<file path="src/rtl/reg_dump_scanner.sv">
// Walks an inclusive, wrapping range of register indices, reads each one through the
// register file's display port and streams (index, data) words out over a valid/ready handshake.
module reg_dump_scanner #(
  parameter bit SKIP_X0 = 1'b1
) (
  input  logic        iCLK,
  input  logic        iRST,
  input  logic        iStart,
  input  logic        iAbort,
  input  logic [4:0]  iFirstReg,
  input  logic [4:0]  iLastReg,
  output logic [4:0]  oRegSel,
  input  logic [31:0] iRegData,
  output logic [31:0] oData,
  output logic [4:0]  oIndex,
  output logic        oValid,
  input  logic        iReady,
  output logic        oLast,
  output logic        oBusy,
  output logic        oDone
);

  typedef enum logic [1:0] {
    StIdle,
    StSel,
    StSend,
    StDone
  } state_e;

  state_e      r_state;
  logic [4:0]  r_idx;
  logic [4:0]  r_last;
  logic [31:0] r_data;
  logic [4:0]  r_index;
  logic        r_valid;
  logic        r_olast;
  logic        r_done;

  logic [4:0]  w_idx_inc;
  logic        w_skip;
  logic        w_is_last;
  logic        w_last_word;

  assign w_idx_inc = r_idx + 5'd1;
  assign w_skip    = SKIP_X0 && (r_idx == 5'd0);
  assign w_is_last = (r_idx == r_last);
  // A word is also final when the only index left after it is a skipped x0.
  assign w_last_word = w_is_last || (SKIP_X0 && (w_idx_inc == 5'd0) && (r_last == 5'd0));

  always_ff @(posedge iCLK or posedge iRST) begin
    if (iRST) begin
      r_state <= StIdle;
      r_idx   <= 5'd0;
      r_last  <= 5'd0;
      r_data  <= 32'd0;
      r_index <= 5'd0;
      r_valid <= 1'b0;
      r_olast <= 1'b0;
      r_done  <= 1'b0;
    end else begin
      r_done <= 1'b0;
      if ((r_state != StIdle) && iAbort) begin
        r_state <= StIdle;
        r_valid <= 1'b0;
        r_olast <= 1'b0;
      end else begin
        unique case (r_state)
          StIdle: begin
            if (iStart) begin
              r_idx   <= iFirstReg;
              r_last  <= iLastReg;
              r_state <= StSel;
            end
          end
          StSel: begin
            if (w_skip) begin
              if (w_is_last) begin
                r_state <= StDone;
              end else begin
                r_idx <= w_idx_inc;
              end
            end else begin
              r_data  <= iRegData;
              r_index <= r_idx;
              r_valid <= 1'b1;
              r_olast <= w_last_word;
              r_state <= StSend;
            end
          end
          StSend: begin
            if (iReady) begin
              r_valid <= 1'b0;
              r_olast <= 1'b0;
              if (w_is_last) begin
                r_state <= StDone;
              end else begin
                r_idx   <= w_idx_inc;
                r_state <= StSel;
              end
            end
          end
          StDone: begin
            r_done  <= 1'b1;
            r_state <= StIdle;
          end
          default: r_state <= StIdle;
        endcase
      end
    end
  end

  assign oRegSel = r_idx;
  assign oData   = r_data;
  assign oIndex  = r_index;
  assign oValid  = r_valid;
  assign oLast   = r_olast;
  assign oBusy   = (r_state != StIdle);
  assign oDone   = r_done;

endmodule

</file>
<file path="config.mk">
export PLATFORM = sky130hd
export DESIGN_NAME = reg_dump_scanner
export DESIGN_NICKNAME = d
export VERILOG_FILES = /design/src/rtl/reg_dump_scanner.sv
export SDC_FILE = /design/constraint.sdc
export NUM_CORES = 1
export LEC_CHECK = 0
export BUFFER_PORTS_ARGS = -buffer_cell sky130_fd_sc_hd__buf_2
export CAP_MARGIN = 40
export CORE_MARGIN = 4
export CORE_UTILIZATION = 44
export CTS_CLUSTER_DIAMETER = 200
export CTS_CLUSTER_SIZE = 12
export DETAILED_ROUTE_END_ITERATION = 7
export PLACE_DENSITY = 0.73
export SYNTH_ARGS = -nofsm -noshare
export SYNTH_HDL_FRONTEND = slang
export SYNTH_SLANG_ARGS = --single-unit
</file>
<file path="constraint.sdc">
create_clock -name iCLK -period 6 [get_ports iCLK]
set_input_delay 0.9 -clock iCLK [delete_from_list [all_inputs] [get_ports iCLK]]
set_output_delay 0.9 -clock iCLK [all_outputs]
set_load 0.02 [all_outputs]
</file>
### Word-level counts from Yosys, hierarchy flattened

Index checks and enable logic that the tools add are counted.

* reduce and logical (&&, ||, !) cells: 15
* bitwise gates (word level): 2
* mux-type cells: 21
* add/subtract/negate cells: 1
* equal/unequal tests: 11

Operators by type and width (count)
* 5-bit 2-to-1 mux: 4
* 5-bit logical NOT: 3
* 5-bit one-hot mux with 3 select lines: 1
* 2-bit 2-to-1 mux: 6
* 3-bit AND reduction: 4
* 3-bit inequality test (second input constant): 3
* 2-bit one-hot mux with 4 select lines: 1
* 1-bit 2-to-1 mux: 7
* 2-bit inequality test (second input constant): 3
* 3-bit nonzero test: 2
* 5-bit by 1-bit adder with 5-bit output (second input constant): 1
* 5-bit equality test: 1
* 5-bit AND reduction: 1
* 2-bit equality test (second input constant): 2
* 4-bit inequality test (second input constant): 1
* 1-bit one-hot mux with 2 select lines: 2
* 2-bit by 1-bit equality test with 1-bit output (second input constant): 1
* 1-bit logical AND: 2
* 2-bit logical NOT: 1
* 1-bit inverter: 2
* 2-bit nonzero test: 1
* 1-bit logical OR: 1

* word-level logic and storage cells: 58
* input bits: 47
* register bits after elaboration: 52

### Logic depth before layout (Yosys ltp)

* word-level depth: 7
* depth in mapped cells: 8
* depth with buffers taken out: 7

### Least setup slack after synthesis

Ideal clock, no wire load.

* path kind: input port to flip-flop
* start point: input iAbort
* end point: register r_idx[4], in the netlist oRegSel[4]
* arrival: 2430 ps
* slack: 3501 ps
* library setup time: 69 ps
* stages on the path: 6
* buffers on the path: 1
* cells stage by stage: or2_0 > a221o_1 > or2_1 > buf_6 > or4_1 > nand3_1

* longest elaborated chain between the ends: 3

RTL lines
* start: declaration: RTL line 9 `input logic iAbort,`
* 1-bit logical AND: RTL line 62 `if ((r_state != StIdle) && iAbort) begin`
* 1-bit inverter (no source line)
* 5-bit AND reduction (no source line)
* end signal: assignment: RTL line 70 `r_idx <= iFirstReg;`
* end signal: assignment: RTL line 80 `r_idx <= w_idx_inc;`
* end signal: assignment: RTL line 97 `r_idx <= w_idx_inc;`
* end: declaration: RTL line 31 `logic [4:0] r_idx;`

No other way between the ends.
A chain may end at the register's enable or synchronous reset.

### Worst setup path in the final report

* start point: register r_state[0]
* end point: register r_idx[4], in the netlist oRegSel[4]

* longest elaborated chain between the ends: 4
* elaborated cells between the ends (all ways): 12
* classes of those cells: eq/ne: 5; mux: 1; bitwise: 1; reduce/logical: 5

RTL lines
* start: declaration: RTL line 30 `state_e r_state;`
* start signal: assignment: RTL line 52 `r_state <= StIdle;`
* start signal: assignment: RTL line 63 `r_state <= StIdle;`
* start signal: assignment: RTL line 72 `r_state <= StSel;`
* parallel branches: the longest is 4 deep, another holds 5-bit AND reduction

Several ways; the timed one is not identified.

==> metrics.csv <==
stage,metric,value,unit
routing,total wire length,5.04,mm
routing,DR iter-0 viols,81,
clock_tree,Post-CTS Resized,0,
clock_tree,clk sinks,52,
yosys,largest family of logic cells by synthesized area,multiplexers,
worst_setup_path,Critical R2R Capture,oRegSel[4],
yosys,syn_nets,252,
status,status,completed,
clock_tree,htree depth,2,
routing,DR WL/cell,14.0,um
layout,area grow syn2layout,24.7,%
worst_setup_path,Buffers & Inverters on Critical Path,1,
layout,n_diodes,0,
floorplan,IO Pins,93,
yosys,register area share after synthesis,0.528,
floorplan,die area,6860,um^2
clock_tree,"Clk Latency, worst-skew pair",290,ps
yosys,Compound-Gate Fraction of Synth Area,0.0686,
timing,Slew Limit Fails,0,
routing,drt pass-1 iters,4,
worst_setup_path,slowest CP cell,or4_1,
timing,actual slew at the worst max-slew pin,517,ps
pwr,LEAKAGE,1.46,nW
layout,nets@finish,343,
timing,final worst slack,3490,ps
timing,Rel. slew slack,0.655,
timing,RSZ-0062 raised after global routing,false,
worst_setup_path,worst-path fanout max,9,
pwr,Pwr Density,581,nW/um^2
place,port bufs,92,
global_routing,vias in the first global route,1809,
yosys,number of distinct library cells after synthesis,36,
flow_run,MaxCap Viol Count,0,
yosys,top_reg_cell synth,dfrtp_1,
worst_setup_path,worst reg2reg path depth,7,
clock_tree,clk slew on worst S/H paths,90,ps
yosys,Mapped Cells,197,
yosys,Post-Synth Adder-Cell Area,0.0407,
clock_tree,Num CTS Buffers,5,
worst_setup_path,Max stage delay on crit path,540,ps
worst_hold_path,Hold WC Path Type,flop to flop,
layout,most common library cell in the layout ignoring fill and taps,buf_2,
pwr,peak supply drop,0.224,mV
worst_hold_path,hold path cells,2,
yosys,YS warnings,0,
layout,final cell count without fillers,359,
routing,# DRC,0,
floorplan,die height,82.8,um
worst_setup_path,R2R Setup Slk,3490,ps
clock_tree,CTS root buf,clkbuf_8,
timing,"Hold Vio Cnt, Final",0,
clock_tree,Post-CTS Hold Fix Bufs,0,
yosys,Synth Area in Simple Gates,0.107,
timing,fin crit period,2510,ps
worst_setup_path,CP Cell Sequence,"inv_1, ha_1, or2_0, a221o_1, or2_1, or4_1, nand3_1",
place,DP HPWL,3.81,mm
yosys,Mean Syn Cell Area,12.5,um^2
routing,Final ANT Viol Nets,0,
floorplan,Die Wd,82.8,um
global_routing,Total GRT Usage,0.148,
global_routing,GRT overflow,0,
clock_tree,TritonCTS clock tree,yes,
timing,setup tns final,0,ps
worst_hold_path,Hold EP,oIndex[1],
global_routing,initial antenna violation count,0,
floorplan,FP Rows,26,
clock_tree,Clock Path Buffers,2,
global_routing,first-pass GRT wire length,8.61,mm
worst_setup_path,CP Launch Type,flop,
floorplan,core area,5270,um^2
clock_tree,Post-CTS Setup Bufs,0,
worst_hold_path,hold_sp,oIndex[1],
worst_setup_path,CP Data Arrival Time,2750,ps
timing,period utilization,0.419,
timing,Clock Skew,6.74,ps
yosys,Mapped Area,2460,um^2
worst_setup_path,Critical Path Source,r_state[0],
yosys,mux share of post-synthesis cell area,0.187,
place,placed cell count,351,
layout,layout cells sized above 1,0.498,
yosys,Synth Area in XOR/XNOR,0.0285,
place,GP Congestion,0.855,
yosys,Synth async-reset ratio,1.00,
timing,Highest Clock Rate,0.398,GHz
worst_setup_path,"Req. time, crit path",6240,ps
worst_setup_path,crit end category,flop,
routing,DR vias/cell,5.00,
global_routing,largest net degree at the start of global routing,42,
routing,Vias,1794,
worst_setup_path,worst r2r src,r_state[0],
floorplan,Starting Density,0.467,
worst_setup_path,"delay-heaviest family, CP",simple AND/OR/NAND/NOR gates,
yosys,flop and latch count out of synthesis,52,
worst_setup_path,Setup Crit Path Kind,flop to flop,
layout,most frequent cells in the layout,"92 x buf_2, 52 x dfrtp_1, 40 x mux2_2",
place,Place WS,3320,ps
yosys,number of flops mapped to enable cells by yosys,0,
timing,Finish-stage setup viols,0,
[Yosys cell counts (all sizes together), types with 2 or more instances]
master   n  area [um^2]
a21oi    7         35.0
nor2b    2         12.5
o21a     2         15.0
dfrtp   52         1300
nand2b   2         12.5
mux2    40          450
nand2    7         26.3
nor2     4         15.0
o211ai   4         30.0
o31a     2         17.5
a31oi    2         12.5
ha       8          100
buf      9         57.6
nor3     3         15.0
or2      2         12.5
nand3    7         35.0
nor4b    7         76.3
or4      3         22.5
inv     10         37.5
xor2     8         70.1
o21ai    6         30.0
[layer usage]
metal,wire length (um),up-vias,global-route usage
met4,40,0,0.0371
met1,2190,838,0.204
met3,387,5,0.0426
met2,2420,71,0.232
met5,0,-,0
li1,-,880,-
[how the worst max path moves through the flow]
stage | slack [ps] | end | cells after the start
after global routing | 3320 | oRegSel[4] | 7
after global placement | 3340 | oRegSel[4] | 6
after detailed placement | 3320 | oRegSel[4] | 6
final | 3490 | oRegSel[4] | 7
after CTS | 3500 | oRegSel[4] | 7
after floorplan | 3500 | oRegSel[4] | 6
[cells by family after synthesis]
| kind of cell | count (synthesis) |
|---|---|
| simple gates | 42 |
| mux | 41 |
| compound gates | 26 |
| fa+ha+maj | 8 |
| flops | 52 |
| xor+xnor | 8 |
| buf+inv | 20 |
[sequential cells by signal (all words and copies together) (netlist names)]
signal / cells
oData: 32
oDone: 1
oIndex: 5
oLast: 1
oRegSel: 5
oValid: 1
r_last: 5
r_state: 2
[area by class of cell]
cell class	count	area [um^2]
clock buffer	7	86.3
fill	474	2200
multi-input combinational	125	1060
timing repair buffer	94	488
inverter	10	37.5
tap	70	87.6
clock inverter	1	7.51
sequential	52	1300
[worst register-to-register path: stages, from the launching register on]
cell and delay [ps]:
dfrtp_1 450, inv_1 120, ha_1 250, or2_0 220, a221o_1 410, or2_1 360, or4_1 540, nand3_1 90
[power breakdown]
part	switching [W]	total [W]	internal [W]
logic	0.000523	0.000931	0.000408
registers	0.000128	0.000654	0.000526
clock network	0.000106	0.000200	0.0000938
total	0.000758	0.00178	0.00103
[stage by stage]
step	area, um^2	util	power (W)	hold slack, ps
finish	3070	0.583	0.00178	481
global route	3070	0.583	0.00192	522
CTS	3070	0.583	0.00181	488
detailed placement	2980	0.565	0.00160	468
global placement	2960	0.561	0.00158	462
floorplan	2460	-	0.00135	513
Power figures use the tool's default switching activity.
